`config.mk`:
```
export PLATFORM = sky130hd
export DESIGN_NAME = register_file_pipelined
export DESIGN_NICKNAME = d
export VERILOG_FILES = /design/src/rtl/register_file_pipelined.sv
export SDC_FILE = /design/constraint.sdc
export NUM_CORES = 1
export LEC_CHECK = 0
export ABC_CLOCK_PERIOD_IN_PS = 2400
export CORE_AREA = 3 3 127 129
export DETAILED_ROUTE_END_ITERATION = 7
export DIE_AREA = 0 0 130 132
export PLACE_DENSITY_LB_ADDON = 0.25
export SLEW_MARGIN = 25
export SYNTH_ARGS = -nofsm -noshare
export SYNTH_HDL_FRONTEND = slang
export SYNTH_SLANG_ARGS = --single-unit
```
`constraint.sdc`:
```
create_clock -name clock -period 2.4 [get_ports clock]
set_input_delay 0.36 -clock clock [delete_from_list [all_inputs] [get_ports clock]]
set_output_delay 0.36 -clock clock [all_outputs]
set_load 0.01 [all_outputs]
```
`src/rtl/register_file_pipelined.sv`:
```
// register_file_pipelined: scoreboarded register file between decode and writeback.
//   Two combinational read ports (data + pending), one write port with optional
//   same-cycle bypass, optional hardwired-zero entry 0, per-entry pending bits,
//   and a one-entry-per-cycle clear sweep that holds off writes and reserves.
// Ports:
//   clock, reset_n                     clock, async active-low reset
//   write/writeAddress/writeData       write request; writeReady = !busy
//   reserve/reserveAddress             set the pending bit of an entry
//   clear, busy                        start a clear sweep / sweep in progress
//   address1/2 -> data1/2, pending1/2  combinational read ports
module register_file_pipelined #(
  parameter int unsigned WIDTH      = 16,
  parameter int unsigned DEPTH      = 8,
  parameter int unsigned ADDR_WIDTH = 4,
  parameter int unsigned ZERO_REG   = 0,
  parameter int unsigned BYPASS     = 1
) (
  input  logic                  clock,
  input  logic                  reset_n,
  input  logic                  write,
  input  logic [ADDR_WIDTH-1:0] writeAddress,
  input  logic [WIDTH-1:0]      writeData,
  output logic                  writeReady,
  input  logic                  reserve,
  input  logic [ADDR_WIDTH-1:0] reserveAddress,
  input  logic                  clear,
  output logic                  busy,
  input  logic [ADDR_WIDTH-1:0] address1,
  input  logic [ADDR_WIDTH-1:0] address2,
  output logic [WIDTH-1:0]      data1,
  output logic [WIDTH-1:0]      data2,
  output logic                  pending1,
  output logic                  pending2
);

  localparam int unsigned          IDX_W    = (DEPTH > 1) ? $clog2(DEPTH) : 1;
  localparam logic [ADDR_WIDTH:0]  DEPTH_A  = (ADDR_WIDTH+1)'(DEPTH);
  localparam logic [IDX_W-1:0]     LAST_IDX = IDX_W'(DEPTH - 1);

  typedef enum logic {S_IDLE, S_CLEAR} state_t;

  state_t           r_state;
  logic [IDX_W-1:0] r_idx;
  logic             r_busy;
  logic [WIDTH-1:0] r_mem [DEPTH];
  logic [DEPTH-1:0] r_sb;

  logic w_wr_acc;
  logic w_rs_acc;

  // Address maps to a real, writable entry (in range and not the hardwired zero).
  function automatic logic f_valid(input logic [ADDR_WIDTH-1:0] a);
    return ({1'b0, a} < DEPTH_A) && !((ZERO_REG != 0) && (a == '0));
  endfunction

  // Writes held during reset are never stored, so they must not be forwarded either.
  assign w_wr_acc   = reset_n && write && !r_busy && f_valid(writeAddress);
  assign w_rs_acc   = reserve && !r_busy && f_valid(reserveAddress);
  assign busy       = r_busy;
  assign writeReady = !r_busy;

  // Read port 1
  always_comb begin
    data1    = '0;
    pending1 = 1'b0;
    if (f_valid(address1)) begin
      data1    = r_mem[IDX_W'(address1)];
      pending1 = r_sb[IDX_W'(address1)];
      if ((BYPASS != 0) && w_wr_acc && (writeAddress == address1)) data1 = writeData;
    end
  end

  // Read port 2
  always_comb begin
    data2    = '0;
    pending2 = 1'b0;
    if (f_valid(address2)) begin
      data2    = r_mem[IDX_W'(address2)];
      pending2 = r_sb[IDX_W'(address2)];
      if ((BYPASS != 0) && w_wr_acc && (writeAddress == address2)) data2 = writeData;
    end
  end

  // Array, scoreboard and clear sequencer
  always_ff @(posedge clock or negedge reset_n) begin
    if (!reset_n) begin
      r_state <= S_IDLE;
      r_idx   <= '0;
      r_busy  <= 1'b0;
      r_sb    <= '0;
      for (int unsigned i = 0; i < DEPTH; i++) r_mem[i] <= '0;
    end else begin
      // Reserve is applied after the write so a same-entry reserve wins.
      if (w_wr_acc) begin
        r_mem[IDX_W'(writeAddress)] <= writeData;
        r_sb[IDX_W'(writeAddress)]  <= 1'b0;
      end
      if (w_rs_acc) r_sb[IDX_W'(reserveAddress)] <= 1'b1;

      case (r_state)
        S_IDLE: begin
          if (clear) begin
            r_state <= S_CLEAR;
            r_idx   <= '0;
            r_busy  <= 1'b1;
          end
        end
        S_CLEAR: begin
          r_mem[r_idx] <= '0;
          r_sb[r_idx]  <= 1'b0;
          if (r_idx == LAST_IDX) begin
            r_state <= S_IDLE;
            r_idx   <= '0;
            r_busy  <= 1'b0;
          end else begin
            r_idx <= r_idx + IDX_W'(1);
          end
        end
        default: begin
          r_state <= S_IDLE;
          r_busy  <= 1'b0;
        end
      endcase
    end
  end

endmodule

```
==> results of run 1 <==
-- stage by stage --
| stage | setup WS [ns] | TNS (ns) |
|---|---|---|
| finish | -0.08679 | -0.6639 |
| global route | -0.1221 | -2.175 |
| CTS | -0.09470 | -1.082 |
| detailed placement | -0.6081 | -16.66 |
| global placement | -0.6182 | -16.26 |
| floorplan | 0.4695 | 0 |
-- layout make-up --
type / count / area share (%)
Multi-Input combinational cell: 579 / 44.92
Inverter: 3 / 0.09929
Timing Repair Buffer: 199 / 16.90
Tap cell: 188 / 2.074
Clock inverter: 12 / 1.103
Clock buffer: 18 / 3.784
Sequential cell: 141 / 31.11
-- layout by cell type (no fill, tap or decap), types with 5 or more instances in the layout --
master	Yosys	final
o22ai_1	31	23
nor2_1	140	120
buf_2	27	30
xnor2_2	0	5
a21oi_1	19	19
clkbuf_16	0	19
buf_4	19	92
dlygate4sd2_1	0	5
mux4_2	38	38
mux2i_1	177	175
clkinv_2	0	5
clkdlybuf4s50_1	0	28
nor2_4	0	7
nor3_2	22	27
o22ai_2	0	7
buf_12	1	21
nor3_1	10	5
dfrtp_1	141	141
a211oi_2	20	27
buf_6	8	10
nand2_1	41	41
nor2_2	21	34
nand2b_1	8	8
-- registers in the layout, indices dropped and copies added (netlist names) --
| register | flops |
|---|---|
| r_idx | 3 |
| r_mem | 128 |
| r_state | 1 |
| r_sb | 8 |
| busy | 1 |
-- per-layer routing --
metal,share of wire [%],vias up
met5,0,-
met3,10,174
met2,45,538
li1,-,3162
met1,37,3751
met4,6.9,0
-- power breakdown --
part	switching, mW	total (mW)	internal (mW)
registers	0.363	3.10	2.74
clock network	1.05	2.55	1.51
logic	1.40	2.39	0.992
total	2.81	8.05	5.24
-- timing repair --
item | in CTS | in global routing
cloned | 3 | 2
hold endpoints to repair | 0 | 0
endpoints found under the setup margin | 34 | 32
pin swaps | 30 | 13
gates resized for setup | 153 | 67
setup buffers | 12 | 13
-- logic make-up (layout without fill, tap and decap cells) --
kind of cell | count (synthesis) | in the layout | share of synthesized area (%)
adders and majority gates | 2 | 2 | 0.2826
DFF | 141 | 141 | 39.85
AOI/OAI and AO/OA | 90 | 90 | 7.730
and+or+nand+nor | 266 | 266 | 15.62
buffers and inverters | 86 | 232 | 6.247
muxes | 215 | 215 | 29.68
xor gates and xnor gates | 6 | 6 | 0.5936
-- worst min-delay path by stage --
stage,startpoint,end,depth (start not counted)
global placement,reset_n,r_mem[17],2
floorplan,reset_n,busy,0
finish,reset_n,r_mem[17],2
detailed placement,reset_n,r_mem[17],2
global route,reset_n,r_mem[17],2
CTS,reset_n,r_mem[17],2
-- worst max-delay path: cells and delay by family (launching register included) --
kind | cells | cell delay [ns]
AO/OA/AOI/OAI | 1 | 0.03
buffers and inverters | 3 | 0.45
flip-flops | 1 | 0.40
AND/OR/NAND/NOR | 3 | 0.82
==> impl_metrics.csv, run 1 <==
group,metric,value,unit
clock_network,insertion_delay,0.43,ns
floorplanning,io_pins,73,
clock_network,ctsHoldBuffers,0,
timing,fin_worst_skew,0.005219,ns
clock_network,cts_tree,"built",
final_layout,areaGrowthSynthToFinish,28.10,%
final_layout,fin_util,74.88,%
timing,worstMarginPinSlew,0.8155,ns
pwr,peakVddDrop,1.048,mV
setup_path,r2r-end,"r_mem[55]",
detailed_routing,drtIter0Drc,978,
setup_path,start_kind,"register",
setup_path,crit_type,"register to output pin",
placed_design,dp_cells,1080,
yosys,synth_top_area_cell,"dfrtp_1",
setup_path,slowest_delay,0.40,ns
global_route,grt_max_degree,63,
clock_network,root_buffer,"clkbuf_16",
detailed_routing,drc,0,
placed_design,io_buffers,72,
timing,slew_headroom,45.64,%
detailed_routing,drt_pass1_iterations,6,
setup_path,critPathCapture,"data1[10]",
global_route,grt_use_met1,45.50,%
yosys,seq_area_frac_synth,39.85,%
setup_path,crit_start,"busy",
pwr,leakage,5.384,nW
final_layout,layout.nets,980,
floorplanning,row_count,45,
detailed_routing,wl_per_cell,26.55,µm
global_route,grt_remaining_overflow,0,
run_status,outcome,"complete, but fails checks",
yosys,syn_avg_cell_area,10.98,µm²
timing,finalHoldViolCount,0,
run_status,violations,"negative setup slack",
final_layout,num_antenna_cells,0,
global_route,antenna_found_initial,0,
floorplanning,die_w,130,µm
global_route,grt_pass1_vias,7912,
timing,finalSetupViolCount,20,
timing,fin_crit_sh,103.6,%
clock_network,clk_pin_slew,0.06,ns
yosys,synth_flop_cell,"dfrtp_1",
placed_design,gp_congestion,0.9139,
setup_path,rr_startpoint,"busy",
yosys,netlist_area,8853,µm²
setup_path,crit_slowest_cell,"dfrtp_1",
timing,hold_ws,0.01968,ns
timing,rsz0062_at_grt,"true",
min_path,hold_path.class,"input pin to async pin",
global_route,grt.busiest_layer,"met2",
yosys,synth_common_cells,"mux2i_1, dfrtp_1, nor2_1",
yosys,synth_edf_count,0,
clock_network,cts_sinks,141,
yosys,synth.area.top_cells,"dfrtp_1, mux2i_1, mux4_2, nor2_1, a211oi_2",
setup_path,arrival,2.13,ns
pwr,p_total,8.048,mW
global_route,use_met3,11.22,%
run,max_cap_violations,0,
yosys,yosysTopAreaCellShare,39.85,%
pwr,p_per_area,709.7,nW/µm²
final_layout,final_cells,1140,
floorplanning,core,15150,µm²
timing,finalMaxSlewViolations,0,
yosys,synthArstFlopShare,100.0,%
timing,fin_ws,-0.08679,ns
timing,min_period,2.487,ns
yosys,yosys_register_bits,141,
floorplanning,dieArea,17160,µm²
detailed_routing,viasPerCell,6.689,
clock_network,clockBufferDepth,2,
floorplanning,start_util,58.46,%
final_layout,multiInputGateArea,5095,µm²
detailed_routing,ant_nets,0,
yosys,synthCells,806,
yosys,synth-warning-count,0,
clock_network,h-tree-depth,4,
setup_path,r2r_slack,0.40,ns
placed_design,hpwl,18470,µm
floorplanning,fp.dieH,132,µm
detailed_routing,drt-total-wl,30270,µm
global_route,grt_util_all_layers,35.50,%
final_layout,seq_area,3528,µm²
final_layout,drive_above_1_share,37.50,%
setup_path,path_cells,"and4bb_4, and4_4, buf_12, buf_4, a211oi_2, nor3_2, buf_2",
placed_design,place_area,10280,µm²
global_route,use_met2,53.50,%
clock_network,cts_buffers,17,
global_route,grt_pass1_wl,45460,µm
yosys,synthDistinctLibCells,45,
detailed_routing,vias,7625,
timing,fmax,402.1,MHz
setup_path,critPathRequiredTime,2.04,ns
yosys,yosysMostFrequentCell,"mux2i_1",
final_layout,nFillCells,951,
setup_path,endpoint_kind,"output pin",
final_layout,stdcell_area,11340,µm²
setup_path,cp_max_fo,6,
yosys,synth_fp_nets,845,
setup_path,rr_worst_depth,7,
Note: power is estimated with default switching activity, not from simulation.
==> run 2: changes to the inputs <==
Settings changed: CORE_AREA 3 3 127 129 to 3 3 138 140, DIE_AREA 0 0 130 132 to 0 0 141 143.
==> impl_metrics.csv, run 2 (synthesis results as in run 1) <==
group,metric,value,unit
run_status,outcome,"complete, no violations",
floorplanning,fp.dieH,143,µm
pwr,p_total,8.249,mW
detailed_routing,drt_pass1_iterations,5,
clock_network,cts_tree,"built",
timing,worstMarginPinSlew,0.8115,ns
detailed_routing,vias,7430,
floorplanning,die_w,141,µm
detailed_routing,ant_nets,0,
timing,fin_ws,0.008568,ns
global_route,antenna_found_initial,0,
timing,hold_ws,0.4385,ns
global_route,grt_remaining_overflow,0,
pwr,p_clk_share,34.3,%
pwr,intPower,5.473,mW
pwr,combinationalPowerShare,28.2,%
setup_path,crit_type,"register to output pin",
timing,rsz0062_at_grt,"true",
clock_network,root_buffer,"clkbuf_16",
final_layout,layout_common_cells,"mux2i_1, dfrtp_1, nor2_1",
clock_network,cts_sinks,141,
final_layout,top_register,"r_mem",
timing,finalMaxSlewViolations,0,
timing,slew_headroom,45.90,%
timing,fmax,418.2,MHz
clock_network,h-tree-depth,4,
setup_path,endpoint_kind,"output pin",
min_path,hold_path.class,"input pin to async pin",
clock_network,cts_buffers,17,
pwr,p_sw_share,33.65,%
run,max_cap_violations,0,
floorplanning,core,17960,µm²
final_layout,final_common_cell,"mux2i_1",
pwr,switchingPower,2.776,mW
timing,finalHoldViolCount,0,
detailed_routing,drtIter0Drc,837,
clock_network,clk_pin_slew,0.06,ns
timing,min_period,2.391,ns
global_route,grt_pass1_vias,7874,
placed_design,place_ws,-0.5883,ns
pwr,pwr-share-seq,37.5,%
placed_design,place_area,10300,µm²
final_layout,areaGrowthSynthToFinish,28.10,%
final_layout,reg_top3,"r_mem (128), r_sb (8), r_idx (3)",
placed_design,dp_cells,1120,
final_layout,largest_register_ffs,128,
final_layout,drive_above_1_share,34.75,%
clock_network,clockBufferDepth,2,
detailed_routing,drc,0,
floorplanning,row_count,49,
global_route,grt_util_all_layers,29.74,%
placed_design,io_buffers,72,
setup_path,start_kind,"register",
pwr,peakVddDrop,0.6339,mV
final_layout,layout.nets,970,
setup_path,arrival,2.03,ns
timing,finalSetupTns,0,ns
floorplanning,dieArea,20160,µm²
pwr,p_per_area,727.3,nW/µm²
detailed_routing,drt-total-wl,29140,µm
floorplanning,start_util,49.29,%
setup_path,cp_max_fo,8,
timing,fin_crit_sh,99.64,%
detailed_routing,viasPerCell,6.334,
placed_design,hpwl,19030,µm
timing,fin_worst_skew,0.007724,ns
detailed_routing,wl_per_cell,24.84,µm
placed_design,gp_congestion,0.8897,
final_layout,stdcell_area,11340,µm²
final_layout,num_antenna_cells,0,
timing,finalSetupViolCount,0,
final_layout,final_cells,1173,
setup_path,critPathRequiredTime,2.04,ns
pwr,leakage,5.404,nW
clock_network,insertion_delay,0.43,ns
floorplanning,io_pins,73,
final_layout,nFillCells,1360,
final_layout,fin_util,63.13,%
global_route,grt_pass1_wl,45610,µm
global_route,grt_max_degree,81,
-- run 2: final timing paths --
path / start / end / slack (ns) / cells after the start
worst max-delay path: busy / data1[6] / 0.009 / 7
worst max register to register: busy / r_mem[49] / 0.49 / 6
worst min register to register: r_mem[101] / r_mem[101] / 0.54 / 2
worst min-delay path: reset_n / r_mem[50] / 0.44 / 3
max in group asynchronous: reset_n / r_mem[13] / 0.98 / 4
min in group clock: r_mem[101] / r_mem[101] / 0.54 / 2
-- run 2: power by group through the flow --
stage	combinational [mW]	sequential, mW	clock, mW
final	2.33	3.10	2.83
after global routing	2.50	3.13	2.95
after CTS	2.31	3.08	2.84
after detailed placement	2.24	3.11	0
after global placement	2.18	3.07	0
after floorplan	1.39	2.98	0
-- run 2: layer usage --
metal,wire [µm],global-route usage (%),up-vias,share of wire [%]
met5,0,0,-,0
met2,14300,48.79,439,49
met1,11230,37.94,3737,39
li1,-,-,3139,-
met3,2375,5.928,115,8.2
met4,1235,14.64,0,4.2
-- run 2: area by class of cell --
class	count	area [µm²]	share of cell area, %
inverters	3	11.26	0.09929
well taps	229	286.5	2.526
repair buffers	188	1824	16.09
multi-input cells	580	5069	44.69
clock inverters	14	192.7	1.699
clock buffers	18	429.2	3.784
flip-flops and latches	141	3528	31.11
-- run 2: timing repair --
action                                  4_1_cts  5_1_grt
endpoints found under the setup margin       34       29
hold buffers                                  1        0
resized for setup                           182       21
pin swaps                                    44        9
buffers inserted                             14        4
endpoints found under the hold margin         1        0
cloned                                        4        0
-- run 2: worst max-delay path: stages, from the launching register on --
cell and delay, ns:
dfrtp_1 0.39, and4bb_4 0.36, and4_4 0.24, buf_12 0.14
buf_4 0.11, a211oi_2 0.03, nor3_2 0.16, buf_2 0.17
